`src/rtl/timer_pkg.sv`:
```
// Shared types and constants for the timer60 control sequencer.
// Also reused by the clock-set UI.
package timer_pkg;

    typedef enum logic [2:0] {
        ST_IDLE   = 3'd0,
        ST_LOAD   = 3'd1,
        ST_RUN    = 3'd2,
        ST_PAUSED = 3'd3,
        ST_DONE   = 3'd4
    } tctrl_state_t;

    // At most one button event is acted on per cycle.
    typedef enum logic [2:0] {
        EV_NONE  = 3'd0,
        EV_STOP  = 3'd1,
        EV_LOAD  = 3'd2,
        EV_PAUSE = 3'd3,
        EV_START = 3'd4
    } tctrl_event_t;

    localparam logic [7:0] TC_UP_BCD   = 8'h59;
    localparam logic [7:0] TC_DOWN_BCD = 8'h00;
    localparam int         DIV_DEFAULT = 50_000_000;

    // Priority is stop > load > pause > start. Lower-priority presses are dropped.
    function automatic tctrl_event_t pick_event(input logic stop, input logic load,
                                                input logic pause, input logic start);
        tctrl_event_t ev;
        if (stop)       ev = EV_STOP;
        else if (load)  ev = EV_LOAD;
        else if (pause) ev = EV_PAUSE;
        else if (start) ev = EV_START;
        else            ev = EV_NONE;
        return ev;
    endfunction

endpackage

```
`src/rtl/btn_edge.sv`:
```
// Registered rising-edge detector for a push-button level.
// Emits one press per button push; a held button does not repeat.
module btn_edge (
    input  logic Clk,
    input  logic reset,
    input  logic btn,
    output logic press
);

    logic btn_q;
    logic btn_prev;

    always_ff @(posedge Clk) begin
        if (reset) begin
            btn_q    <= 1'b0;
            btn_prev <= 1'b0;
        end else begin
            btn_q    <= btn;
            btn_prev <= btn_q;
        end
    end

    assign press = btn_q & ~btn_prev;

endmodule

```
`src/rtl/timer60_ctrl.sv`:
```
// Control sequencer for the 0-59 timer: button events, count-tick prescaler
// and terminal-count alarm. All outputs are registered.
//
// state     | meaning
// ----------+----------------------------------------------------------
// ST_IDLE   | waiting; direction follows mode_down
// ST_LOAD   | one-cycle set_time pulse to timer60, then back to idle
// ST_RUN    | prescaler counting, tick every DIV cycles
// ST_PAUSED | prescaler held with its phase, no ticks
// ST_DONE   | terminal count reached, alarm raised until stop/start
module timer60_ctrl
    import timer_pkg::*;
#(
    parameter int         DIV     = DIV_DEFAULT,
    parameter logic [7:0] TC_UP   = TC_UP_BCD,
    parameter logic [7:0] TC_DOWN = TC_DOWN_BCD
) (
    input  logic       Clk,
    input  logic       reset,
    input  logic       btn_load,
    input  logic       btn_start,
    input  logic       btn_pause,
    input  logic       btn_stop,
    input  logic       mode_down,
    input  logic [7:0] count_in,
    output logic       tm_set_time,
    output logic       tm_start,
    output logic       tm_pause,
    output logic       tm_stop,
    output logic       tm_reset,
    output logic       tm_updown,
    output logic       tick,
    output logic       alarm,
    output logic [2:0] state_o
);

    localparam int             PW     = (DIV > 2) ? $clog2(DIV) : 1;
    localparam logic [PW-1:0]  P_LAST = PW'(DIV - 1);

    tctrl_state_t  state;
    tctrl_event_t  ev;
    logic [PW-1:0] presc;
    logic          press_load;
    logic          press_start;
    logic          press_pause;
    logic          press_stop;
    logic [7:0]    tc_value;

    btn_edge u_edge_load  (.Clk(Clk), .reset(reset), .btn(btn_load),  .press(press_load));
    btn_edge u_edge_start (.Clk(Clk), .reset(reset), .btn(btn_start), .press(press_start));
    btn_edge u_edge_pause (.Clk(Clk), .reset(reset), .btn(btn_pause), .press(press_pause));
    btn_edge u_edge_stop  (.Clk(Clk), .reset(reset), .btn(btn_stop),  .press(press_stop));

    always_comb begin
        ev = pick_event(press_stop, press_load, press_pause, press_start);
    end

    assign tc_value = tm_updown ? TC_UP : TC_DOWN;
    assign state_o  = state;

    always_ff @(posedge Clk) begin
        if (reset) begin
            state       <= ST_IDLE;
            presc       <= '0;
            tm_set_time <= 1'b0;
            tm_start    <= 1'b0;
            tm_pause    <= 1'b0;
            tm_stop     <= 1'b0;
            tm_reset    <= 1'b1;
            tm_updown   <= 1'b1;
            tick        <= 1'b0;
            alarm       <= 1'b0;
        end else begin
            tm_set_time <= 1'b0;
            tm_stop     <= 1'b0;
            tm_reset    <= 1'b0;
            tick        <= 1'b0;
            case (state)
                ST_IDLE: begin
                    tm_updown <= ~mode_down;
                    if (ev == EV_LOAD) begin
                        state       <= ST_LOAD;
                        tm_set_time <= 1'b1;
                    end else if (ev == EV_START) begin
                        state    <= ST_RUN;
                        tm_start <= 1'b1;
                        presc    <= '0;
                    end
                end
                ST_LOAD: begin
                    state <= ST_IDLE;
                end
                ST_RUN: begin
                    if (ev == EV_STOP) begin
                        state    <= ST_IDLE;
                        tm_start <= 1'b0;
                        tm_stop  <= 1'b1;
                    end else if (ev == EV_PAUSE) begin
                        state    <= ST_PAUSED;
                        tm_start <= 1'b0;
                        tm_pause <= 1'b1;
                    end else if (tick && (count_in == tc_value)) begin
                        state    <= ST_DONE;
                        tm_start <= 1'b0;
                        alarm    <= 1'b1;
                    end else begin
                        // Prescaler only advances on cycles that stay in RUN, so a
                        // pause never swallows a tick or loses phase.
                        tick  <= (presc == P_LAST);
                        presc <= (presc == P_LAST) ? '0 : presc + 1'b1;
                    end
                end
                ST_PAUSED: begin
                    if (ev == EV_STOP) begin
                        state    <= ST_IDLE;
                        tm_pause <= 1'b0;
                        tm_stop  <= 1'b1;
                    end else if (ev == EV_START) begin
                        state    <= ST_RUN;
                        tm_pause <= 1'b0;
                        tm_start <= 1'b1;
                    end
                end
                ST_DONE: begin
                    if (ev == EV_STOP) begin
                        state   <= ST_IDLE;
                        alarm   <= 1'b0;
                        tm_stop <= 1'b1;
                    end else if (ev == EV_START) begin
                        state <= ST_IDLE;
                        alarm <= 1'b0;
                    end
                end
                default: begin
                    state    <= ST_IDLE;
                    tm_start <= 1'b0;
                    tm_pause <= 1'b0;
                    alarm    <= 1'b0;
                end
            endcase
        end
    end

endmodule

```
`config.mk`:
```
export PLATFORM = sky130hd
export DESIGN_NAME = timer60_ctrl
export DESIGN_NICKNAME = d
export VERILOG_FILES = /design/src/rtl/timer_pkg.sv /design/src/rtl/btn_edge.sv /design/src/rtl/timer60_ctrl.sv
export SDC_FILE = /design/constraint.sdc
export NUM_CORES = 1
export LEC_CHECK = 0
export ABC_AREA = 1
export CAP_MARGIN = 5
export CORE_ASPECT_RATIO = 2
export CORE_UTILIZATION = 62
export CTS_CLUSTER_SIZE = 10
export DETAILED_ROUTE_END_ITERATION = 7
export PLACE_DENSITY = 0.85
export SLEW_MARGIN = 30
export SYNTH_ARGS = -nofsm -noshare
export SYNTH_HDL_FRONTEND = slang
export SYNTH_HIERARCHICAL = 1
export SYNTH_SLANG_ARGS = --single-unit
```
`constraint.sdc`:
```
create_clock -name Clk -period 3.25 [get_ports Clk]
set_input_delay 0.4875 -clock Clk [delete_from_list [all_inputs] [get_ports Clk]]
set_output_delay 0.4875 -clock Clk [all_outputs]
set_load 0.01 [all_outputs]
```
# After elaboration in Yosys (flattened, before gate mapping)
# Index checks and enable logic that the tools add are counted.
# W data, S select, Z words.
# totals
inputBits,15
output_inout_bits,11
reg_bits,45
# classes
mux,40
n_reduce_logical,15
n_eq_ne,21
n_bitwise,15
add_sub_neg,1
# ops
cell,count
$mux W26,6
$pmux W26 S2,1
$mux W3,12
$add A26 B1 Y26 const B,1
$eq A26 B26 Y1 const B,1
$mux W1,16
$ne A2 B2 Y1 const B,8
$eq A3 B2 Y1 const B,4
$pmux W3 S4,1
$not A1 Y1,11
$reduce_or A3 Y1,3
$eq A8 B7 Y1,1
$reduce_and A4 Y1,2
$mux W7,1
$eq A3 B1 Y1 const B,2
$eq A3 B3 Y1 const B,2
$ne A3 B3 Y1 const B,2
$pmux W1 S3,2
$reduce_and A6 Y1,1
$reduce_or A2 Y1,3
$reduce_and A5 Y1,1
$reduce_or A5 Y1,1
$and A1 B1 Y1,4
$ne A4 B4 Y1 const B,1
5 further kinds,5

# Logic depth before layout (Yosys ltp)
# Gate-level depths: netlist of the first run.
# logic_depth
word_depth,10
mapped_depth,14
depth_no_buf,13

# Cells and area by module
# Netlist of the first run, hierarchy kept.
# modules_own_cells
module,n_inst,area_per_inst_um2,cells_each
timer60_ctrl,1,2552.4,459
btn_edge,4,58.8,7

# Worst setup path after synthesis of the first run
# Ideal clock, no wire load.
# synth_timing
kind,reg-to-reg
from,register presc[0]
to,register presc[23]
path_slack_ns,1.677
setup_time_ns,0.110
required_ns,3.140
path_stages_with_launch,12
period_less_slack_ns,1.573
t_arrival_ns,1.463
path_cell_list,dfxtp_1 ha_1 nand2_1 nor3_1 nand2_1 nor2_1 nor2_2 buf_4 nand2_1 nand2_1 nand2_1 nor2_1
# synth_via
elab_chain_len,6
word_cells_on_any_way,7
cone_classes,1 x add/sub; 1 x eq/ne; 5 x mux
# synth_rtl
element,line_no,text
from (decl),timer60_ctrl.sv:42,logic [PW-1:0] presc;
from (signal assigned),timer60_ctrl.sv:110,presc <= (presc == P_LAST) ? '0 : presc + 1'b1;
$add A26 B1 Y26 or $eq A26 B26 Y1 (tied branches),timer60_ctrl.sv:110,
$mux W26 *,timer60_ctrl.sv:110,
$mux W26 *,timer60_ctrl.sv:102,end else if (tick && (count_in == tc_value)) begin
$mux W26 *,timer60_ctrl.sv:98,end else if (ev == EV_PAUSE) begin
$mux W26 *,timer60_ctrl.sv:94,if (ev == EV_STOP) begin
$pmux W26 S2 *,timer60_ctrl.sv:78,case (state)
# Every way passes the cells marked *; elsewhere a longest branch is shown, timed or not. The select of a mux whose other input is x is not followed.
# A chain may end at the register's enable or synchronous reset.

# Worst setup path in the final report of the first run
# layout_timing
from,register u_edge_stop.btn_q
to,register presc[2]
# layout_via
elab_chain_len,5
word_cells_on_any_way,11
cone_classes,8 x eq/ne; 1 x mux; 1 x bitwise; 1 x reduce/logical
# layout_rtl
element,line_no,text
from (decl),btn_edge.sv:10,logic btn_q;
from (signal assigned),btn_edge.sv:18,btn_q <= btn;
$and A1 B1 Y1 *,btn_edge.sv:23,assign press = btn_q & ~btn_prev;
via press_stop,timer60_ctrl.sv:46,logic press_stop;
$mux W3 *,timer_pkg.sv:30,if (stop) ev = EV_STOP;
"$eq A3 B3 Y1, or another cell as far along",timer60_ctrl.sv:84,end else if (ev == EV_START) begin
$ne A2 B2 Y1 (no line),n/a,
$reduce_and A6 Y1 (no line) *,n/a,
# The timed path passes the listed nets; every way through them passes the cells marked *.

==> results of run 1 <==
-- worst max-delay path, delay by kind of cell, from the launching register on --
kind | cells | cell delay (ns)
AND/OR/NAND/NOR | 6 | 0.95
buffers and inverters | 3 | 0.60
AO/OA/AOI/OAI | 2 | 0.32
flip-flops | 1 | 0.33
-- layer usage --
metal	global-route usage (%)	up-vias	wire, um
li1	-	1526	-
met1	31.3	1352	2620
met2	59.3	65	3910
met3	4.56	15	207
met4	14.7	0	169
met5	0	-	0
-- cells in the final DEF, fill, tap and decap left out, drive strengths merged --
cell,netlist,layout
o21ai,7,7
nand3b,2,2
buf,8,1
nand4,8,8
nand3,41,41
nor2,98,98
inv,79,82
nand2,160,160
xor2,1,1
nor3,11,11
clkbuf,4,5
or2,2,2
a21oi,18,18
a31oi,1,1
dfxtp,45,45
a41oi,1,1
ha,1,1
clkdlybuf4s50,0,25
-- power breakdown --
part,switching [mW],internal (mW)
sequential,0.0158,0.568
clock,0.232,0.163
combinational,0.118,0.0678
-- per-stage QoR --
stage | utilization, % | hold WS [ns]
finish | 72.2 | 0.437
global route | 72.2 | 0.455
CTS | 72.2 | 0.441
floorplan | - | 0.410
global placement | 69.9 | 0.416
detailed placement | 69.9 | 0.425
-- worst min-delay path by stage --
stage	start	endpoint	slack (ns)	cells past startpoint
finish	u_edge_pause/btn_q	u_edge_pause/btn_prev	0.44	2
global route	u_edge_pause/btn_q	u_edge_pause/btn_prev	0.46	2
CTS	u_edge_pause/btn_q	u_edge_pause/btn_prev	0.44	2
detailed placement	u_edge_pause/btn_q	u_edge_pause/btn_prev	0.43	2
global placement	u_edge_load/btn_q	u_edge_load/btn_prev	0.42	2
floorplan	u_edge_load/btn_q	u_edge_load/btn_prev	0.41	2
-- layout make-up --
class                           count  area, um2
Tap cell                           54       67.6
Timing Repair Buffer               26        258
Clock inverter                      3       28.8
Inverter                           79        297
Clock buffer                        5       68.8
Fill cell                         422       1210
Multi-Input combinational cell    351       1510
Sequential cell                    45        901
-- cell families after synthesis --
kind of cell	count (synthesis)	share of synthesized area, %
buffers and inverters	91	13.5
XOR/XNOR	1	0.314
flip-flops	45	32.3
AND/OR/NAND/NOR	322	47.9
adder cells (fa/ha/maj)	1	0.449
AO/OA/AOI/OAI	27	5.57
==> impl_metrics.env, run 1 <==
export IMPL_h_tree_depth=2
export IMPL_yosys_most_used_dff="dfxtp_1"
export IMPL_postSynthRegisterBits=45
export IMPL_antenna_violations_before_repair=0
export IMPL_antennaDiodeCount=0
export IMPL_crit_slowest_cell="inv_2"
export IMPL_detailed_placement_hpwl_um=5130
export IMPL_synthDistinctLibCells=26
export IMPL_layout_worst_path_cycle_share_pct=70.9
export IMPL_dp_cells=555
export IMPL_max_capacitance_violation_count=0
export IMPL_run_status="finished clean"
export IMPL_ff2ff_path_depth=11
export IMPL_final_layout_size_suffix_gt1_share_pct=4.32
export IMPL_worstSetupEndpoint="presc[2]"
export IMPL_vdd_ir_drop_max_mv=0.401
export IMPL_layout_stage_area_growth_over_the_synthesis_result_pct=12.3
export IMPL_starting_density_pct=64.2
export IMPL_clock_path_buffers=2
export IMPL_final_setup_tns_ns=0
export IMPL_cts_repair_timing_setup_buffer_count=0
export IMPL_clk_insertion_delay_late_ns=0.31
export IMPL_first_global_vias=2767
export IMPL_ioPinCount=26
export IMPL_postCtsResizedCells=0
export IMPL_largest_register_ff_count=26
export IMPL_vias_per_cell=5.25
export IMPL_critical_path_cell_chain="inv_1 -> nor2_1 -> inv_1 -> nand2_1 -> nor2_1 -> nand2_1 -> o21ai_2 -> inv_2 -> nand2_2 -> o21ai_0 -> nor2_1"
export IMPL_horizontal_die_dimension_um=49.4
export IMPL_detail_route_first_pass_iterations=4
export IMPL_endpoint_of_the_most_critical_register_to_register_path="presc[2]"
export IMPL_worstMarginPinSlew_ns=0.780
export IMPL_rsz_0062_raised_after_global_routing="false"
export IMPL_yosys_top_cells_area="dfxtp_1, nand2_1, nor2_1, inv_1, nand3_1"
export IMPL_routedWlPerCell_um=12.3
export IMPL_max_clock_freq_mhz=434
export IMPL_register_ranked_first_by_flip_flop_count="presc"
export IMPL_pwr_density_cell_nw_per_um2=372
export IMPL_ys_warn_count=6
export IMPL_cellLeakagePower_nw=1.30
export IMPL_worst_endpoint_required_ns=3.46
export IMPL_worst_path_largest_cell_delay_ns=0.35
export IMPL_worst_slack_placed_ns=0.858
export IMPL_synth_fp_nets=503
export IMPL_tritoncts_num_buffers=5
export IMPL_synth_avg_cell_area_um2=5.72
export IMPL_worst_clock_skew_ns=0.00602
export IMPL_total_core_area_um2=4340
export IMPL_via_count=2958
export IMPL_die_h_um=96.8
export IMPL_postLayoutCellArea_um2=3130
export IMPL_routed_wirelength_um=6910
export IMPL_setup_reg_to_reg_worst_slack_ns=0.95
export IMPL_synth_largest_area_cell="dfxtp_1"
export IMPL_grt_overflow_total=0
export IMPL_synth_most_common_cell="nand2_1"
export IMPL_worst_path_most_repeated_cell="nor2_1"
export IMPL_final_max_slew_violation_count=0
export IMPL_drt_iter0_markers=110
export IMPL_p_total_mw=1.16
export IMPL_hold_path_class="flip-flop to flip-flop"
export IMPL_post_synth_inst_count=487
export IMPL_netlist_area_um2=2790
export IMPL_synth_top_cells_by_count="nand2_1, nor2_1, inv_1, dfxtp_1, nand3_1"
export IMPL_worst_setup_path_startpoint="u_edge_stop/btn_q"
export IMPL_reg2reg_from="u_edge_stop/btn_q"
export IMPL_finish_cell_count_without_fillers=563
export IMPL_antenna_violating_nets_left=0
export IMPL_clk_transition_reported_paths_ns=0.10
export IMPL_ctsHoldBuffers=0
export IMPL_number_of_hold_slack_violations_in_the_final_timing_report=0
export IMPL_io_buffer_count=25
export IMPL_cp_arrival_ns=2.52
export IMPL_cts_root_buffer="clkbuf_8"
export IMPL_synth_seq_area_share_pct=32.3
export IMPL_cts_tree="done"
export IMPL_setup_violations_final=0
export IMPL_cts_num_sinks=45
export IMPL_final_nets=524
export IMPL_grt_use_total_pct=31.1
export IMPL_placedInstanceArea_um2=3030
export IMPL_rows=34
export IMPL_synth_top_area_share_pct=32.3
export IMPL_die_area_um2=4780
export IMPL_critical_path_endpoint_type="flip-flop"
export IMPL_synth_enable_flop_cells=0
export IMPL_min_period_ns=2.30
export IMPL_critPathMaxFanout=22
export IMPL_grt_start_max_net_pins=26
export IMPL_finalWeightedCongestion=0.948
export IMPL_drc_errors=0
export IMPL_cp_start_kind="flip-flop"
export IMPL_timing_max_slew_rel_slack_pct=47.9
export IMPL_setup_slack_ns=0.945
export IMPL_crit_type="flip-flop to flip-flop"
export IMPL_grt_first_pass_wirelength_um=11800
export IMPL_async_reset_ff_share_pct=0
No activity file was read; power rests on OpenSTA's default activity.
==> run 2: changes to the inputs <==
- CORE_UTILIZATION: 62 -> 52
- PLACE_DENSITY: 0.85 -> 0.76
- clock period: 3.25 -> 2.1 ns (I/O delays scaled with it)
==> run 2 against run 1 <==
Highest routed layer unchanged. Clock power rose by 71%. Largest power group unchanged. Wire length rose by 0.23%. Critical path type unchanged. Largest cell class unchanged. Critical endpoint is now presc[22]. Clock skew rose by 0.0056 ns. Sequential power rose by 55%. Final area rose by 3.5%. Count of clock-buffer cells in the layout did not move.
==> impl_metrics.env, run 2 (same netlist as run 1, synthesis figures left out) <==
export IMPL_clock_path_buffers=2
export IMPL_cts_repair_timing_setup_buffer_count=0
export IMPL_vdd_ir_drop_max_mv=0.808
export IMPL_final_layout_size_suffix_gt1_share_pct=6.17
export IMPL_tritoncts_num_buffers=5
export IMPL_postCtsResizedCells=0
export IMPL_grt_met3_usage_pct=4.18
export IMPL_layout_common_cells="nand2_1, nor2_1, inv_1, dfxtp_1, nand3_1"
export IMPL_postLayoutCellArea_um2=3240
export IMPL_final_setup_tns_ns=0
export IMPL_io_buffer_count=25
export IMPL_min_period_ns=1.86
export IMPL_cts_tree="done"
export IMPL_starting_density_pct=54.2
export IMPL_final_max_slew_violation_count=0
export IMPL_antenna_violating_nets_left=0
export IMPL_seqCellArea_um2=901
export IMPL_worst_endpoint_required_ns=2.36
export IMPL_pwr_density_cell_nw_per_um2=584
export IMPL_cp_start_kind="flip-flop"
export IMPL_total_core_area_um2=5140
export IMPL_cts_num_sinks=45
export IMPL_die_area_um2=5680
export IMPL_drt_iter0_markers=84
export IMPL_ioPinCount=26
export IMPL_multiInputGateArea_um2=1510
export IMPL_final_nets=534
export IMPL_rows=37
export IMPL_clk_transition_reported_paths_ns=0.09
export IMPL_register_ranked_first_by_flip_flop_count="presc"
export IMPL_hold_path_class="flip-flop to flip-flop"
export IMPL_antennaDiodeCount=0
export IMPL_horizontal_die_dimension_um=53.8
export IMPL_finalWeightedCongestion=0.914
export IMPL_largest_register_ff_count=26
export IMPL_max_capacitance_violation_count=0
export IMPL_placedInstanceArea_um2=3130
export IMPL_p_total_mw=1.89
export IMPL_h_tree_depth=2
export IMPL_number_of_hold_slack_violations_in_the_final_timing_report=0
export IMPL_setup_violations_final=0
export IMPL_finalCoreUtilization_pct=63.1
export IMPL_cp_arrival_ns=2.12
export IMPL_drc_errors=0
export IMPL_cellLeakagePower_nw=1.36
export IMPL_grt_start_max_net_pins=26
export IMPL_clk_insertion_delay_late_ns=0.31
export IMPL_detailed_placement_hpwl_um=5320
export IMPL_antenna_violations_before_repair=0
export IMPL_gr_max_usage_layer="met2"
export IMPL_via_count=2940
export IMPL_layout_stage_area_growth_over_the_synthesis_result_pct=16.3
export IMPL_worstMarginPinSlew_ns=0.331
export IMPL_vias_per_cell=5.10
export IMPL_global_route_usage_met1_pct=25.0
export IMPL_ctsHoldBuffers=0
export IMPL_critical_path_endpoint_type="flip-flop"
export IMPL_dp_cells=569
export IMPL_grt_met2_usage_pct=51.2
export IMPL_grt_use_total_pct=27.2
export IMPL_critPathMaxFanout=5
export IMPL_fillCellCount=499
export IMPL_grt_overflow_total=0
export IMPL_routedWlPerCell_um=12.0
export IMPL_layout_cells_most_common="nand2_1"
export IMPL_run_status="finished clean"
export IMPL_grt_first_pass_wirelength_um=11400
export IMPL_die_h_um=106
export IMPL_crit_type="flip-flop to flip-flop"
export IMPL_holdWs_ns=0.434
export IMPL_detail_route_first_pass_iterations=4
export IMPL_layout_worst_path_cycle_share_pct=88.7
export IMPL_routed_wirelength_um=6920
export IMPL_setup_slack_ns=0.238
export IMPL_timing_max_slew_rel_slack_pct=77.8
export IMPL_max_clock_freq_mhz=537
export IMPL_worst_slack_placed_ns=0.171
export IMPL_worst_clock_skew_ns=0.0116
export IMPL_cts_root_buffer="clkbuf_8"
export IMPL_finish_cell_count_without_fillers=577
export IMPL_first_global_vias=2740
export IMPL_rsz_0062_raised_after_global_routing="false"
-- run 2: changes by cell type in the layout (fill, tap and decap cells not counted), sizes merged --
cell | before | now
inv | 82 | 79
clkinv | 0 | 1
clkinvlp | 0 | 1
bufinv | 0 | 1
buf | 1 | 11
-- run 2: where the power goes --
group          internal, mW  switching [mW]  total [mW]
Sequential            0.879          0.0237       0.903
Clock                 0.356           0.319       0.675
Combinational         0.128           0.185       0.313
-- run 2: final cells by class --
class | instances | area share, %
Sequential cell | 45 | 27.8
Clock inverter | 3 | 1.43
Timing Repair Buffer | 36 | 10.7
Inverter | 79 | 9.15
Tap cell | 58 | 2.24
Multi-Input combinational cell | 351 | 46.6
Clock buffer | 5 | 2.12
-- run 2: per-layer routing --
layer | up-vias | part of all wire, %
li1 | 1543 | -
met1 | 1318 | 36
met2 | 57 | 57
met3 | 22 | 2.7
met4 | 0 | 3.9
met5 | - | 0
-- run 2: worst paths after layout --
check / depth (start not counted) / to / slack, ns / startpoint
worst max register to register: 11 / presc[22] / 0.24 / presc[0]
worst min register to register: 2 / u_edge_stop/btn_prev / 0.43 / u_edge_stop/btn_q
worst min-delay path: 2 / u_edge_stop/btn_prev / 0.43 / u_edge_stop/btn_q
worst max-delay path: 11 / presc[22] / 0.24 / presc[0]
-- run 2: critical path, cell delays in order (launching register included) --
cell,delay (ns)
dfxtp_1,0.41
ha_1,0.25
nand2_1,0.12
nor2_1,0.21
nand2_1,0.07
nor2_1,0.23
nand3_1,0.16
nor2_1,0.11
nand3_1,0.08
nand2_1,0.06
inv_1,0.03
nor2_1,0.07
==> RTL change (flow settings as in run 2) <==
Put one more register stage on the output `alarm`. The value now appears one clock later. The other outputs are not delayed to match. Comments in the files are not updated.
--- a/src/rtl/timer60_ctrl.sv
+++ b/src/rtl/timer60_ctrl.sv
@@ -37,6 +37,8 @@
     localparam int             PW     = (DIV > 2) ? $clog2(DIV) : 1;
     localparam logic [PW-1:0]  P_LAST = PW'(DIV - 1);
 
+    logic alarm_s0;
+
     tctrl_state_t  state;
     tctrl_event_t  ev;
     logic [PW-1:0] presc;
@@ -69,7 +71,7 @@
             tm_reset    <= 1'b1;
             tm_updown   <= 1'b1;
             tick        <= 1'b0;
-            alarm       <= 1'b0;
+            alarm_s0    <= 1'b0;
         end else begin
             tm_set_time <= 1'b0;
             tm_stop     <= 1'b0;
@@ -102,7 +104,7 @@
                     end else if (tick && (count_in == tc_value)) begin
                         state    <= ST_DONE;
                         tm_start <= 1'b0;
-                        alarm    <= 1'b1;
+                        alarm_s0 <= 1'b1;
                     end else begin
                         // Prescaler only advances on cycles that stay in RUN, so a
                         // pause never swallows a tick or loses phase.
@@ -124,22 +126,26 @@
                 ST_DONE: begin
                     if (ev == EV_STOP) begin
                         state   <= ST_IDLE;
-                        alarm   <= 1'b0;
+                        alarm_s0 <= 1'b0;
                         tm_stop <= 1'b1;
                     end else if (ev == EV_START) begin
                         state <= ST_IDLE;
-                        alarm <= 1'b0;
+                        alarm_s0 <= 1'b0;
                     end
                 end
                 default: begin
                     state    <= ST_IDLE;
                     tm_start <= 1'b0;
                     tm_pause <= 1'b0;
-                    alarm    <= 1'b0;
+                    alarm_s0 <= 1'b0;
                 end
             endcase
         end
     end
 
+    always_ff @(posedge Clk) begin
+        alarm <= alarm_s0;
+    end
+
 endmodule
 
Function: no difference found for any inputs over 10 cycles, from zero or initial values and one cycle with reset high; that may be too few to reach the edited logic, so the function may still have changed.
==> RTL change against run 2 <==
Total power is 2.1% lower. Hold slack worse by 0.078 ns. Count of clock-buffer cells in the layout is 1 higher. Die area up 3.7%. Final area grew 1.9%. Synthesized cell count decreased by 1.4%. Routed wire length rose by 7.4%. Worst setup slack lost 0.021 ns. Area after synthesis increased by 3.8%. Clock skew down 0.0038 ns. Maximum frequency down 1.1%. Sequential cell count grew 1.
==> RTL change: results (changes against run 2) <==
* Peak supply drop at 0.496 mV (-39%)
* Detailed Route WL at 7430 microns (+7.4%)
* M3 GR Usage at 4.80% (+0.62 points)
* CP arrival at about 2.1 ns
* Synth area leaders: dfxtp_1 32%, nand2_1 19%, nor2_1 11%
* Share of post-route cells with drive strength above 1 at 9.57% (+3.4 points)
* Slew at the pin with the worst max-slew slack at 0.444 ns (+0.113 ns)
* Vias at 2999 (+2.0%)
* Fin Clk Skew at 0.00787 ns (-0.00375 ns)
* Worst hold stages at 0 (-2)
* Placed cell count at 564 (-0.88%)
* Number of global-route vias before repair at 2844 (+3.8%)
* Gpl congestion at 0.980 (+7.2%)
* Leakage at 0.00134 uW (-0.95%)
* Post-Syn Instances at 480 (-1.4%)
* Fill cells at 540 (+8.2%)
* Largest stage delay, worst path at 0.43 ns (+0.02 ns)
* DRT iter0 DRCs at 100 (+19%)
* Post-synthesis sequential area ratio at 31.8% (-0.48 points)
* Nets@finish at 527 (-1.3%)
* Largest net degree at the start of global routing at 23 (-12%)
* Outcome: complete, no violations
* Met2 Usage GRT at 53.9% (+2.6 points)
* Met1 Usage GRT at 23.7% (-1.3 points)
* Netlist cell types at 31 (+19%)
* Syn_nets at 496 (-1.4%)
* HPWL after DPL at 5700 microns (+7.0%)
* Worst R2R Path Depth at 9 (-2)
* Synth top cells by count: 145 x nand2_1, 87 x nor2_1, 68 x inv_1, 46 x dfxtp_1, 39 x nand3_1
* Vias/cell at 5.24 (+2.9%)
* Tot GR Track Use at 29.0% (+1.8 points)
* Critical path fanouts, max at 4 (-1)
* Global-route wire length before repair at 12200 microns (+6.9%)
[RTL change: cell count changes after synthesis, moves of 3 or more]
cell and change:
nand2_4 +3, inv_1 -8, a21oi_1 +3, buf_6 +6
nor2_1 -9, nor2_2 +7, buf_4 -5, nand2_1 -12
[RTL change: per-layer routing]
layer | vias up | part of all wire (%)
li1 | 1527 | -
met1 | 1355 | 34
met2 | 85 | 56
met3 | 32 | 4.0
met4 | 0 | 6.3
met5 | - | 0
[RTL change: metrics by stage]
stage	total power [uW]	worst slack [ns]	util (%)	cell area [sq um]
floorplan	1180	0.504	-	2890
global placement	1270	0.182	59.7	3210
detailed placement	1280	0.150	59.7	3210
CTS	1870	0.271	61.5	3300
global route	1950	0.134	61.5	3300
finish	1850	0.217	61.5	3300
[RTL change: worst paths after layout]
path	startpoint	end	slack (ns)
worst max-delay path	presc[5]$_SDFFE_PP0P_	presc[21]$_SDFFE_PP0P_	0.22
worst min-delay path	alarm_s0$_SDFFE_PP0P_	alarm$_DFF_P_	0.36
worst max register to register	presc[5]$_SDFFE_PP0P_	presc[21]$_SDFFE_PP0P_	0.22
worst min register to register	alarm_s0$_SDFFE_PP0P_	alarm$_DFF_P_	0.36
[RTL change: cell families after synthesis]
family                   count (synthesis)  synth area share [%]
AO/OA/AOI/OAI                           30                  5.84
flip-flops                              46                  31.8
buffers and inverters                   86                  13.4
AND/OR/NAND/NOR                        315                  47.9
adder cells (fa/ha/maj)                  1                 0.432
XOR/XNOR                                 2                 0.606
[RTL change: power breakdown]
part	switching (uW)	internal [uW]	total [uW]
logic	199	132	331
registers	24.3	903	928
clock network	327	265	592
[RTL change: worst reg2reg max path: stages, from the launching register on]
cell	delay, ns
dfxtp_1	0.43
nand2_1	0.15
nor2_1	0.29
nand3_1	0.25
nor2_1	0.33
nand3_1	0.11
nand2_1	0.09
nand2_1	0.05
nand2_1	0.05
nor2_1	0.04
[RTL change: cell type report]
| class | count | area (sq um) | area share [%] |
|---|---|---|---|
| tap | 60 | 75.1 | 2.27 |
| multi-input combinational | 348 | 1590 | 48.0 |
| inverter | 74 | 280 | 8.49 |
| sequential | 46 | 921 | 27.9 |
| timing repair buffer | 36 | 345 | 10.5 |
| clock buffer | 6 | 82.6 | 2.50 |
| clock inverter | 2 | 12.5 | 0.379 |
